$ cat config.mk
export PLATFORM = sky130hd
export DESIGN_NAME = calc_cmd_sequencer
export DESIGN_NICKNAME = d
export VERILOG_FILES = /design/src/rtl/calc_cmd_sequencer.sv
export SDC_FILE = /design/constraint.sdc
export NUM_CORES = 1
export LEC_CHECK = 0
export ABC_AREA = 1
export CORE_ASPECT_RATIO = 1.75
export CORE_UTILIZATION = 39
export CTS_BUF_LIST = sky130_fd_sc_hd__clkbuf_2 sky130_fd_sc_hd__clkbuf_4 sky130_fd_sc_hd__clkbuf_8
export DETAILED_ROUTE_END_ITERATION = 10
export REMOVE_ABC_BUFFERS = 1
export SLEW_MARGIN = 20
export SYNTH_ARGS = -nofsm -noshare
export SYNTH_HDL_FRONTEND = slang
export SYNTH_SLANG_ARGS = --single-unit
$ cat constraint.sdc
create_clock -name clock -period 3.2 [get_ports clock]
set_clock_uncertainty 0.05 [all_clocks]
set_input_delay 0.64 -clock clock [delete_from_list [all_inputs] [get_ports clock]]
set_output_delay 0.64 -clock clock [all_outputs]
set_load 0.005 [all_outputs]
$ cat src/rtl/calc_cmd_sequencer.sv
// Key-event sequencer for calc_top: buffers keypad strobes in a FIFO and replays
// each one on the cmd bus for a fixed hold time followed by a NOP gap.
module calc_cmd_sequencer #(
  parameter int unsigned DEPTH        = 8,
  parameter int unsigned HOLD_CYCLES  = 10,
  parameter int unsigned GAP_CYCLES   = 2,
  parameter logic [3:0]  NOP_CMD      = 4'b1101,
  parameter logic [3:0]  CLR_CMD      = 4'b1111,
  parameter int unsigned BUSY_TIMEOUT = 255
) (
  input  logic                     clock,
  input  logic                     reset,
  input  logic                     key_valid,
  input  logic [3:0]               key_code,
  input  logic [1:0]               calc_status,
  input  logic                     clear_err,
  output logic [3:0]               cmd_out,
  output logic                     seq_busy,
  output logic [$clog2(DEPTH):0]   fifo_count,
  output logic [7:0]               drop_cnt,
  output logic                     timeout_flag
);

  localparam int unsigned AW = $clog2(DEPTH);
  localparam int unsigned CW = AW + 1;
  localparam int unsigned HW = $clog2(HOLD_CYCLES + 1);
  localparam int unsigned GW = $clog2(GAP_CYCLES + 1);
  localparam int unsigned WW = $clog2(BUSY_TIMEOUT + 1);

  typedef enum logic [1:0] {S_IDLE, S_WAIT_RDY, S_DRIVE, S_GAP} state_t;

  state_t        state, state_d;
  logic [3:0]    mem [DEPTH];
  logic [AW-1:0] wr_ptr, rd_ptr;
  logic [CW-1:0] count, count_d;
  logic [HW-1:0] hold_cnt;
  logic [GW-1:0] gap_cnt;
  logic [WW-1:0] wait_cnt;
  logic [3:0]    cmd_d;

  logic empty_c, full_c, push_req_c, push_ok_c, overflow_c;
  logic rdy_c, err_c, hold_done_c, eval_c;
  logic pop_c, load_c, discard_c, flush_c, wait_inc_c;
  logic [3:0] head_c;
  logic [1:0] drop_inc_c;
  logic [8:0] drop_sum_c;

  assign empty_c     = (count == '0);
  assign full_c      = (count == CW'(DEPTH));
  assign head_c      = mem[rd_ptr];
  assign push_req_c  = key_valid && (key_code != NOP_CMD);
  assign rdy_c       = (calc_status == 2'b00);
  assign err_c       = (calc_status == 2'b10);
  assign hold_done_c = (state == S_DRIVE) && (hold_cnt == HW'(1));

  // State register
  always_ff @(posedge clock or negedge reset) begin
    if (!reset) state <= S_IDLE;
    else        state <= state_d;
  end

  // Next state; IDLE and the last GAP cycle evaluate the head exactly like WAIT_RDY
  always_comb begin
    state_d    = state;
    eval_c     = 1'b0;
    pop_c      = 1'b0;
    load_c     = 1'b0;
    discard_c  = 1'b0;
    flush_c    = 1'b0;
    wait_inc_c = 1'b0;
    case (state)
      S_IDLE:     eval_c = !empty_c;
      S_WAIT_RDY: begin
        if (empty_c) state_d = S_IDLE;
        else         eval_c  = 1'b1;
      end
      S_DRIVE:    if (hold_done_c) state_d = S_GAP;
      S_GAP: begin
        if (gap_cnt == GW'(1)) begin
          if (empty_c) state_d = S_IDLE;
          else         eval_c  = 1'b1;
        end
      end
      default:    state_d = S_IDLE;
    endcase
    if (eval_c) begin
      if (rdy_c || (err_c && (head_c == CLR_CMD))) begin
        pop_c   = 1'b1;
        load_c  = 1'b1;
        state_d = S_DRIVE;
      end else if (err_c) begin
        pop_c     = 1'b1;
        discard_c = 1'b1;
        state_d   = ((count == CW'(1)) && !push_req_c) ? S_IDLE : S_WAIT_RDY;
      end else if (wait_cnt == WW'(BUSY_TIMEOUT - 1)) begin
        flush_c = 1'b1;
        state_d = S_IDLE;
      end else begin
        wait_inc_c = 1'b1;
        state_d    = S_WAIT_RDY;
      end
    end
  end

  // Next cmd_out value
  always_comb begin
    cmd_d = NOP_CMD;
    if (load_c)                                cmd_d = head_c;
    else if ((state == S_DRIVE) && !hold_done_c) cmd_d = cmd_out;
  end

  assign push_ok_c  = push_req_c && (!full_c || pop_c) && !flush_c;
  assign overflow_c = push_req_c && full_c && !pop_c && !flush_c;
  assign count_d    = flush_c ? '0 : (count + CW'(push_ok_c) - CW'(pop_c));
  assign drop_inc_c = 2'(overflow_c) + 2'(discard_c);
  assign drop_sum_c = 9'(drop_cnt) + 9'(drop_inc_c);

  always_ff @(posedge clock) begin
    if (push_ok_c) mem[wr_ptr] <= key_code;
  end

  // FIFO pointers, timers and registered outputs
  always_ff @(posedge clock or negedge reset) begin
    if (!reset) begin
      wr_ptr       <= '0;
      rd_ptr       <= '0;
      count        <= '0;
      hold_cnt     <= '0;
      gap_cnt      <= '0;
      wait_cnt     <= '0;
      cmd_out      <= NOP_CMD;
      seq_busy     <= 1'b0;
      drop_cnt     <= '0;
      timeout_flag <= 1'b0;
    end else begin
      if (flush_c) begin
        wr_ptr <= '0;
        rd_ptr <= '0;
      end else begin
        if (push_ok_c) wr_ptr <= wr_ptr + AW'(1);
        if (pop_c)     rd_ptr <= rd_ptr + AW'(1);
      end
      count <= count_d;

      if (load_c)                                    hold_cnt <= HW'(HOLD_CYCLES);
      else if ((state == S_DRIVE) && (hold_cnt != '0)) hold_cnt <= hold_cnt - HW'(1);

      if (hold_done_c)                               gap_cnt <= GW'(GAP_CYCLES);
      else if ((state == S_GAP) && (gap_cnt != '0))  gap_cnt <= gap_cnt - GW'(1);

      if (wait_inc_c)                 wait_cnt <= wait_cnt + WW'(1);
      else if (state_d != S_WAIT_RDY) wait_cnt <= '0;

      cmd_out  <= cmd_d;
      seq_busy <= (state_d != S_IDLE) || (count_d != '0);

      if (clear_err)                 drop_cnt <= '0;
      else if (drop_sum_c > 9'd255)  drop_cnt <= 8'hFF;
      else                           drop_cnt <= drop_sum_c[7:0];

      if (clear_err)    timeout_flag <= 1'b0;
      else if (flush_c) timeout_flag <= 1'b1;
    end
  end

  assign fifo_count = count;

endmodule

==> out/results.txt <==
routed length per instance: 13.14 um
Worst Max-Slew Pin Slew: 0.8915 ns
Final Cycle Share: 95.26%
clk_lat worst skew: 0.35 ns
final wirelength: 7.979 mm
# diodes: 0
Longest Clk Path Bufs: 2
most frequent cells in the layout: inv_1, nand2_1, buf_4
post-route minimum period: 3.048 ns
FMAX: 328.0 MHz
Worst slew margin: 40.57%
Area contributors post-synth: edfxtp_1, dfrtp_1, inv_1
DRC viols: 0
crit path launch: calc_status[0]
Finished Core Util: 50.56%
simple-gate share of the synthesized area: 22.60%
fin nets: 507
area share of fa/ha/maj cells after synthesis: 6.005%
R2R Path Start: rd_ptr[0]$_DFFE_PN0P_
FP Rows: 47
routed via count: 2865
CP Cell Sequence: clkdlybuf4s50_1 -> inv_1 -> nand2_1 -> nand4_1 -> nor2_1 -> nand3_4 -> nand2_4 -> ha_1 -> inv_1 -> ha_1 -> fa_1 -> o41ai_2 -> nand2_1
Final Wtd Congestion: 0.8223
drt pass-1 iters: 4
chip height: 132.5 um
Power Dens Cells: 552.6 nW/um2
first-pass GRT wire length: 12.97 mm
Starting Density: 40.06%
most common cell after layout, fill and taps aside: inv_1
VDD IR-drop max: 0.0005901 V
CP max stage delay: 0.51 ns
total global routing track utilization: 16.72%
outcome: finished, final reports clean
reg2reg path depth: 17
CP arrival: 3.23 ns
post-synthesis mux area share: 0.2639%
final hold violation count: 0
post-route ant nets: 0
Layout area overhead: 26.23%
# hold bufs at CTS: 0
crit end category: flop
Yosys warnings: 0
dpl hpwl: 5.844 mm
Chip Width: 76.54 um
post-synthesis sequential area ratio: 51.83%
largest family of logic cells by synthesized area: simple AND/OR/NAND/NOR gates
core area: 9468 um2
compound-cell area share of the yosys netlist: 6.697%
Mapped Area: 3792 um2
num ports: 28
I/O Buffers: 27
Crit path depth: 13
count of cell types in the netlist: 43
critical path type: input pin to flop
# setup viols final: 0
CP max-delay cell: clkdlybuf4s50_1
GR Overflow Total: 0
Synth Instances: 406
Pwr Total: 2.645 mW
setup TNS: 0 ns
layout cells sized above 1: 20.62%
Max-cap violations: 0
Hold Path Class: input pin to async pin
r2r endpoint: seq_busy$_DFF_PN0_
vias in the first global route: 2836
Clk Tree Root Cell: clkbuf_8
H-tree Lvls: 3
top-area cell type share of the netlist area: 25.34%
Pleak: 2.148 nW
Synth area leader: edfxtp_1
max-slew violations: 0
Starting DRT DRC Count: 143
Worst setup endpoint: seq_busy$_DFF_PN0_
CTS clk-pin slew, worst paths: 0.07 ns
CTS Buf Count: 9
Crit Path Max Fanout: 4
r2r setup slk: 0.18 ns
pin count of the biggest net entering global routing: 41
initial antenna violation count: 0
CP Buf/Inv Count: 3
Critical Path Source Type: input pin
CTS tree: built
Via density: 4.720
Mapped Avg Cell Area: 9.341 um2
post-synthesis xor/xnor area fraction: 2.309%
Yosys reg bits: 72
total clock sinks: 72
data required time of the worst path: 3.38 ns
CP top delay family: adder cells
die footprint: 10140 um2
==> layout make-up <==
class / count / area (um2)
Multi-Input combinational cell: 243 / 1479
Inverter: 84 / 331.6
Fill cell: 853 / 4681
Clock buffer: 10 / 131.4
Timing Repair Buffer: 70 / 618.1
Sequential cell: 72 / 1968
Clock inverter: 6 / 106.4
Tap cell: 122 / 152.6
==> logic make-up after synthesis <==
group	Yosys count
AO/OA/AOI/OAI	43
AND/OR/NAND/NOR	172
adder cells (fa/ha/maj)	17
XOR/XNOR	10
buffers and inverters	91
multiplexers	1
flip-flops	72
==> layer usage <==
metal	GRT usage (%)	part of all wire (%)	wire length, um	vias up
met1	17.74	41	3254	1348
met5	0	0	0	-
met2	30.83	54	4300	47
li1	-	-	-	1457
met4	7.906	2.4	195	0
met3	3.724	2.9	229	13
==> worst min path at each step <==
stage | end
after global placement | hold_cnt[3]$_DFFE_PN0P_
after global routing | wait_cnt[1]$_DFFE_PN0P_
after floorplan | cmd_out[1]$_DFFE_PN0P_
after detailed placement | hold_cnt[3]$_DFFE_PN0P_
after CTS | wait_cnt[2]$_DFFE_PN0P_
final | fifo_count[3]$_DFF_PN0_
==> worst register-to-register path: cells and delay by family, from the launching register on <==
kind	cells	cell delay (ns)
buffers and inverters	3	0.35
xor gates and xnor gates	1	0.19
AOI/OAI and AO/OA	1	0.28
DFF	1	0.45
adders and majority gates	3	0.85
and+or+nand+nor	9	0.74
==> power by group <==
group / internal [mW] / leakage [nW] / total [mW] / switching (mW)
sequential: 1.08 / 0.781 / 1.14 / 0.0600
combinational: 0.295 / 1.25 / 0.642 / 0.347
clock: 0.524 / 0.119 / 0.866 / 0.342
==> cell usage after synthesis, drive strengths merged <==
| master | instances |
|---|---|
| mux2i | 1 |
| nor3 | 13 |
| ha | 15 |
| xor2 | 8 |
| edfxtp | 32 |
| o211ai | 1 |
| o41ai | 1 |
| a21oi | 12 |
| buf | 6 |
| nor2 | 21 |
| dfstp | 3 |
| clkinv | 1 |
| o21bai | 3 |
| a21boi | 1 |
| xnor2 | 2 |
| o21ai | 21 |
| nand3b | 3 |
| fa | 2 |
| or2 | 1 |
| a211oi | 2 |
| inv | 83 |
| clkbuf | 1 |
| nand4 | 4 |
| nand3 | 43 |
| o22ai | 2 |
| dfrtp | 37 |
| nand2 | 86 |
| and2 | 1 |
==> stage by stage <==
step | setup slack, ns | hold slack, ns | instance area, um2 | std cells
floorplan | 0.1153 | 0.2944 | 3725 | 399
global placement | -0.1636 | 0.4508 | 4441 | 586
detailed placement | -0.2597 | 0.4524 | 4441 | 586
CTS | 0.08621 | 0.3797 | 4678 | 602
global route | -0.007301 | 0.4540 | 4787 | 607
finish | 0.1516 | 0.3628 | 4787 | 607
==> registers in the layout, indices dropped and copies added, names as in the netlist <==
register,flops
seq_busy,1
wr_ptr,3
cmd_out,4
timeout_flag,1
state,2
hold_cnt,4
gap_cnt,2
fifo_count,4
mem,32
wait_cnt,8
drop_cnt,8
rd_ptr,3
==> timing repair <==
action,CTS,global route
setup endpoints to repair,0,8
resized for setup,0,17
setup buffers,0,5
Note: power is estimated with default switching activity, not from simulation.
